File: config.mk
export PLATFORM = sky130hd
export DESIGN_NAME = mult_iter
export DESIGN_NICKNAME = d
export VERILOG_FILES = /design/src/rtl/mult_iter.sv
export SDC_FILE = /design/constraint.sdc
export NUM_CORES = 1
export LEC_CHECK = 0
export CORE_ASPECT_RATIO = 1.5
export CORE_MARGIN = 5
export CORE_UTILIZATION = 36
export CTS_CLUSTER_SIZE = 40
export DETAILED_ROUTE_END_ITERATION = 12
export GPL_ROUTABILITY_DRIVEN = 0
export HOLD_SLACK_MARGIN = 0.02
export MAX_ROUTING_LAYER = met4
export PLACE_DENSITY = 0.62
export SETUP_SLACK_MARGIN = 0.02
export SLEW_MARGIN = 10
export SYNTH_ARGS = -nofsm -noshare
export SYNTH_HDL_FRONTEND = slang
export SYNTH_SLANG_ARGS = --single-unit
export TNS_END_PERCENT = 5
File: constraint.sdc
create_clock -name i_clk -period 9.1 [get_ports i_clk]
set_input_delay 1.365 -clock i_clk [delete_from_list [all_inputs] [get_ports i_clk]]
set_output_delay 1.365 -clock i_clk [all_outputs]
set_load 0.02 [all_outputs]
File: src/rtl/mult_iter.sv
// Iterative 32x32 multiplier for the MIPS HI/LO path; retires STEP_BITS multiplier
// bits per cycle behind a start/busy/done handshake, with cancel and synchronous reset.
module mult_iter #(
  parameter int STEP_BITS = 2
) (
  input  logic        i_clk,
  input  logic        i_rst,
  input  logic        i_start,
  input  logic        i_cancel,
  input  logic [5:0]  i_instr_func,
  input  logic [31:0] i_rs,
  input  logic [31:0] i_rt,
  output logic        o_busy,
  output logic        o_done,
  output logic [31:0] o_mult_hi,
  output logic [31:0] o_mult_lo,
  output logic [5:0]  o_instr_func
);

  localparam int         N          = 32 / STEP_BITS;
  localparam logic [5:0] LP_LAST    = 6'(N - 1);
  localparam logic [5:0] LP_STEP    = 6'(STEP_BITS);
  localparam logic [5:0] FUNC_MULT  = 6'b011000;
  localparam logic [5:0] FUNC_MADD  = 6'b000000;
  localparam logic [5:0] FUNC_MSUB  = 6'b000100;

  typedef enum logic [1:0] {
    S_IDLE = 2'd0,
    S_CALC = 2'd1,
    S_FIX  = 2'd2,
    S_DONE = 2'd3
  } state_t;

  state_t      r_state;
  logic [31:0] r_mcand;
  logic [31:0] r_mplier;
  logic [63:0] r_acc;
  logic [5:0]  r_count;
  logic        r_neg;
  logic [5:0]  r_func;

  logic        w_is_signed;
  logic        w_accept;
  logic [5:0]  w_shift;
  logic [63:0] w_partial;
  logic [63:0] w_addend;
  logic [63:0] w_acc_neg;

  // Two's-complement magnitude; 0x80000000 maps to itself, read as unsigned.
  function automatic logic [31:0] f_mag(input logic [31:0] v, input logic is_signed);
    logic [31:0] r;
    if (is_signed && v[31]) begin
      r = ~v + 32'd1;
    end else begin
      r = v;
    end
    return r;
  endfunction

  // Operand decode, acceptance and the per-step partial product.
  always_comb begin
    w_is_signed = (i_instr_func == FUNC_MULT) || (i_instr_func == FUNC_MADD) ||
                  (i_instr_func == FUNC_MSUB);
    w_accept    = i_start && !i_cancel && ((r_state == S_IDLE) || (r_state == S_DONE));
    w_shift     = r_count * LP_STEP;
    w_partial   = {32'd0, r_mcand} * {{(64 - STEP_BITS){1'b0}}, r_mplier[STEP_BITS-1:0]};
    w_addend    = w_partial << w_shift;
    w_acc_neg   = ~r_acc + 64'd1;
  end

  // Control FSM, datapath and registered outputs.
  always_ff @(posedge i_clk) begin
    if (i_rst) begin
      r_state      <= S_IDLE;
      r_mcand      <= 32'd0;
      r_mplier     <= 32'd0;
      r_acc        <= 64'd0;
      r_count      <= 6'd0;
      r_neg        <= 1'b0;
      r_func       <= 6'd0;
      o_busy       <= 1'b0;
      o_done       <= 1'b0;
      o_mult_hi    <= 32'd0;
      o_mult_lo    <= 32'd0;
      o_instr_func <= 6'd0;
    end else if (i_cancel) begin
      r_state <= S_IDLE;
      o_busy  <= 1'b0;
      o_done  <= 1'b0;
    end else if (w_accept) begin
      r_state  <= S_CALC;
      r_mcand  <= f_mag(i_rs, w_is_signed);
      r_mplier <= f_mag(i_rt, w_is_signed);
      r_neg    <= w_is_signed && (i_rs[31] ^ i_rt[31]);
      r_func   <= i_instr_func;
      r_acc    <= 64'd0;
      r_count  <= 6'd0;
      o_busy   <= 1'b1;
      o_done   <= 1'b0;
    end else begin
      case (r_state)
        S_IDLE: begin
          o_busy <= 1'b0;
          o_done <= 1'b0;
        end
        S_CALC: begin
          r_acc    <= r_acc + w_addend;
          r_mplier <= r_mplier >> STEP_BITS;
          r_count  <= r_count + 6'd1;
          o_busy   <= 1'b1;
          o_done   <= 1'b0;
          if (r_count == LP_LAST) begin
            r_state <= S_FIX;
          end else begin
            r_state <= S_CALC;
          end
        end
        S_FIX: begin
          if (r_neg) begin
            {o_mult_hi, o_mult_lo} <= w_acc_neg;
          end else begin
            {o_mult_hi, o_mult_lo} <= r_acc;
          end
          o_instr_func <= r_func;
          r_state      <= S_DONE;
          o_busy       <= 1'b0;
          o_done       <= 1'b1;
        end
        S_DONE: begin
          r_state <= S_IDLE;
          o_busy  <= 1'b0;
          o_done  <= 1'b0;
        end
        default: begin
          r_state <= S_IDLE;
          o_busy  <= 1'b0;
          o_done  <= 1'b0;
        end
      endcase
    end
  end

endmodule

* Yosys cells after proc, flatten, opt, wreduce, memory -nomap -nowiden
Cells that the tools add are included.
Widths: inputs -> output; s select.
** Storage, ports and cells
- Bits in registers :: 215
- Word-level logic and storage cells :: 69
** Operators by class
- $mul :: 1
- Reductions and logical operators :: 21
- Add/subtract/negate cells :: 5
- Shifts and indexed selects :: 1
- Multiplexer cells :: 16
- Bitwise logic cells :: 6
- Eq/ne operators :: 6
** Operators by type and width (number)
- $mux 32 :: 6
- $mux 64 :: 2
- $add 32x1->32 const B :: 2
- $add 64x1->64 const B :: 1
- $add 64x64->64 :: 1
- $not 32->32 :: 2
- $not 64->64 :: 1
- $shl 34x6->64 :: 1
- $mul 32x2->34 :: 1
- $mux 6 :: 2
- $reduce_or 3->1 :: 3
- $add 6x1->6 const B :: 1
- $eq 6x3->1 const B :: 1
- $eq 6x4->1 const B :: 1
- $eq 6x5->1 const B :: 1
- $logic_not 6->1 :: 1
- $pmux 2 s3 :: 1
- $logic_and 1x1->1 :: 5
- $eq 2x2->1 const B :: 2
- $pmux 1 s2 :: 2
- $reduce_and 2->1 :: 2
- $reduce_bool 4->1 :: 1
- $logic_or 1x1->1 :: 3
- $reduce_and 3->1 :: 1
- 10 further kinds :: 12

* Depth between registers and ports, before layout
- Depth in word-level cells :: 6
- Mapped depth :: 32

* Worst setup path before layout
Ideal clock, no wire load.
- Path kind :: reg-to-reg
- Start point :: register r_mplier[0]
- End point :: register r_acc[60]
- Path buffers :: 3
- Setup time :: 0.117 ns
- Arrival time :: 6.558 ns
- Slack :: 2.426 ns
- Cell stages (with the launch flop) :: 33
- Clock period less this slack :: 6.674 ns
- Data required time :: 8.983 ns
- Cell sequence :: dfxtp_1 clkbuf_1 clkbuf_1 and2_1 ha_1 inv_1 fa_1 nand2b_1 a211oi_1 o21ai_1 a21o_1 o21ba_2 xnor2_1 o22ai_1 a211o_1 o21ai_0 nor2_1 a21oi_1 and2_1 ha_1 clkbuf_1 a21oi_1 o21ai_0 a211oi_1 o21a_1 o31ai_1 a221o_1 a211oi_1 o41ai_2 a31oi_1 o21ai_0 xor2_1 a22o_1
** Between the ends
- Word-level cells in the longest chain between the ends :: 5
** Ends and longest elaborated chain
- start: declaration :: line 36 : logic [31:0] r_mplier;
- start signal: assignment :: line 93 : r_mplier <= f_mag(i_rt, w_is_signed);
- start signal: assignment :: line 108 : r_mplier <= r_mplier >> STEP_BITS;
- $mul 32x2->34 :: line 66 : w_partial = {32'd0, r_mcand} * {{(64 - STEP_BITS){1'b0}}, r_mplier[STEP_BITS-1:0]};
- $shl 34x6->64 :: line 67 : w_addend = w_partial << w_shift;
- $add 64x64->64 :: line 107 : r_acc <= r_acc + w_addend;
- $mux 64 :: line 101 : case (r_state)
- $mux 64 :: line 90 : end else if (w_accept) begin
- end signal: assignment :: line 107
- end: declaration :: line 37 : logic [63:0] r_acc;
No other way between the ends. The select of a mux whose other input is x is not followed.
A chain may end at the register's enable or synchronous reset.

* Final worst setup path
- Start point :: register r_mplier[1]
- End point :: register r_acc[60]
Same word-level chain as after synthesis.

==> results.cfg <==
[run_status]
run_status = complete, no violations

[placement]
place_inst = 3176
port_buffers = 145
hpwl_um = 45130
place_area_mm2 = 0.02015
pre_cts_ws_ns = 1.563

[min_path]
whs_endpoint = o_mult_hi[6]
worstHoldStart = o_mult_hi[6]
hp-class = reg -> reg
hold_depth = 2

[cells_and_area]
stdcell_count = 3217
num_antenna_cells = 0
final_area_mm2 = 0.02092
fillCellCount = 5219
utilization = 0.4148
nets = 2712
drive_gt1_frac = 0.04121
syn2layout_area_growth_pct = 14.45

[sta]
period_share = 0.8427
rsz0062_at_grt = false
setup_viol = 0
hold_viol_final = 0
report.final.slew_viol_count = 0
clock.fmax_ghz = 0.1304
fin_crit_ns = 7.668
worst_slew_pin_slew_ns = 1.157
finalSetupTns_ns = 0
slew_headroom = 0.2277
layout_setup_ws_ns = 1.432
whs_ns = 0.4519
skew_ns = 0.01195

[power_and_ir_drop]
power.total_mw = 2.210
vdd_drop_max_mv = 0.1170
powerDensity_mw_per_mm2 = 105.7
power_leakage_nw = 8.266

[synth]
synth.top_cell.area_share = 0.2355
synth_top_cell_by_area = dfxtp_1
async_flop_share = 0
yosysWarningCount = 0
synth.area.top_cells = dfxtp_1 (24%), ha_1 (7.1%), nand2_1 (6.3%)
synth-seq-area-share = 0.2355
synthFlopType = dfxtp_1
syn_inst = 2506
synth_edf_count = 0
synthTopCellsByCount = nand2_1 (305), nor2_1 (305), dfxtp_1 (215)
synth_seq_cells = 215
syn-cell-area_mm2 = 0.01827
synthesis.nets = 2685
yosysUniqueCellTypes = 80
avgSynthCellArea_um2 = 7.292

[die]
fp.dieH_um = 285.9
io-pin-count = 146
die_w_um = 194.0
placementRows = 101
start_util = 0.3624
core_area_mm2 = 0.05042
die-area_mm2 = 0.05546

[setup_path]
crit_type = reg -> reg
r2r_end = r_acc[60]
crit_fanout = 35
r2r_setup_slack_ns = 1.43
r2r-start = r_mplier[1]
r2r_cells = 30
required_ns = 9.54
cp.arrival_ns = 8.11
slowest_delay_ns = 0.83
crit_slowest_cell = dfxtp_1
startpoint_type = register
end_kind = register

[cts]
root_buffer = clkbuf_16
postCtsSetupBuffers = 0
cts_tree = done
cts_resized = 0
htreeDepth = 1
clkTransAtPathRegs_ns = 0.06
clk_path_buf_depth = 3
cts_hold_buffers = 0
insertion_delay_ns = 0.55
cts_buffers = 24
clock-sinks = 215

[drt]
num_vias = 18460
wl_per_cell_um = 18.05
drc_errors = 0
viasPerCell = 5.737
drtIter0Drc = 1305
dr.pass1.iters = 6
final_antenna_net_count = 0
wl_um = 58080

[grt]
grt_pass1_vias = 17820
overflow = 0
antenna_found_initial = 0
grt_pass1_wl_um = 92740
track_usage = 0.2041
grt_max_degree = 84

[flow_run]
cap_viol_max_count = 0
==> worst max path at each step <==
stage                      startpoint         to  cells after the start
final                     r_mplier[1]  r_acc[60]                     30
after detailed placement  r_mplier[1]  r_acc[60]                     30
after global placement    r_mplier[1]  r_acc[60]                     30
after global routing      r_mplier[1]  r_acc[62]                     29
after CTS                 r_mplier[1]  r_acc[60]                     30
after floorplan           r_mplier[0]  r_acc[60]                     32
==> sequential cells by signal, summed over array words and instances, names as in the netlist <==
signal and cells:
r_mcand 32, r_state 2, o_busy 1, r_mplier 32, r_count 6, r_acc 64
r_neg 1, o_instr_func 6, r_func 6, o_mult_hi 32, o_done 1, o_mult_lo 32
==> layout make-up <==
cell class | count | area (µm²) | share of cell area
clock buffers | 29 | 639.4 | 0.03057
clock inverters | 12 | 130.1 | 0.006222
inverters | 44 | 165.2 | 0.007897
multi-input cells | 2082 | 13230 | 0.6324
flip-flops and latches | 215 | 4307 | 0.2059
well taps | 669 | 837.1 | 0.04002
repair buffers | 166 | 1610 | 0.07699
==> worst max-delay path, delay by kind of cell (launching register included) <==
family	cells	cell delay [ns]
AOI/OAI and AO/OA	18	4.40
xor gates and xnor gates	2	0.49
adders and majority gates	3	0.88
buffers and inverters	2	0.23
DFF	1	0.83
and+or+nand+nor	5	0.72
==> where the power goes <==
part           switching [mW]  internal, mW  total, mW
combinational           0.161         0.103      0.264
clock                   0.410         0.557      0.967
sequential             0.0153         0.964      0.979
total                   0.586          1.62       2.21
==> layer usage <==
metal  GRT usage  wire [µm]  vias up
met5           -          0        -
met4      0.1265       4120        0
met3     0.02085       2450      193
met2      0.3595      28880      557
met1      0.2205      22630     8531
li1            -          -     9175
==> logic make-up (layout without fill, tap and decap cells) <==
family          after synthesis  in the layout  share of synthesized area
compound gates              801            801                     0.2928
fa+ha+maj                   105            105                    0.07272
mux                          37             37                    0.02218
simple gates                937            937                     0.2369
buf+inv                     209            251                    0.04300
flops                       215            215                     0.2355
xor+xnor                    202            202                    0.09682
==> layout by cell type, fill, tap and decap left out, types with 77 or more instances in the layout <==
cell               n
nand2_1          305
nor2_1           301
dfxtp_1          213
a21oi_1          206
clkdlybuf4s50_1  144
o21ai_0          119
xor2_1           113
ha_1             103
a211oi_1          96
xnor2_1           89
and2_1            77
(Power assumes the default switching activity.)
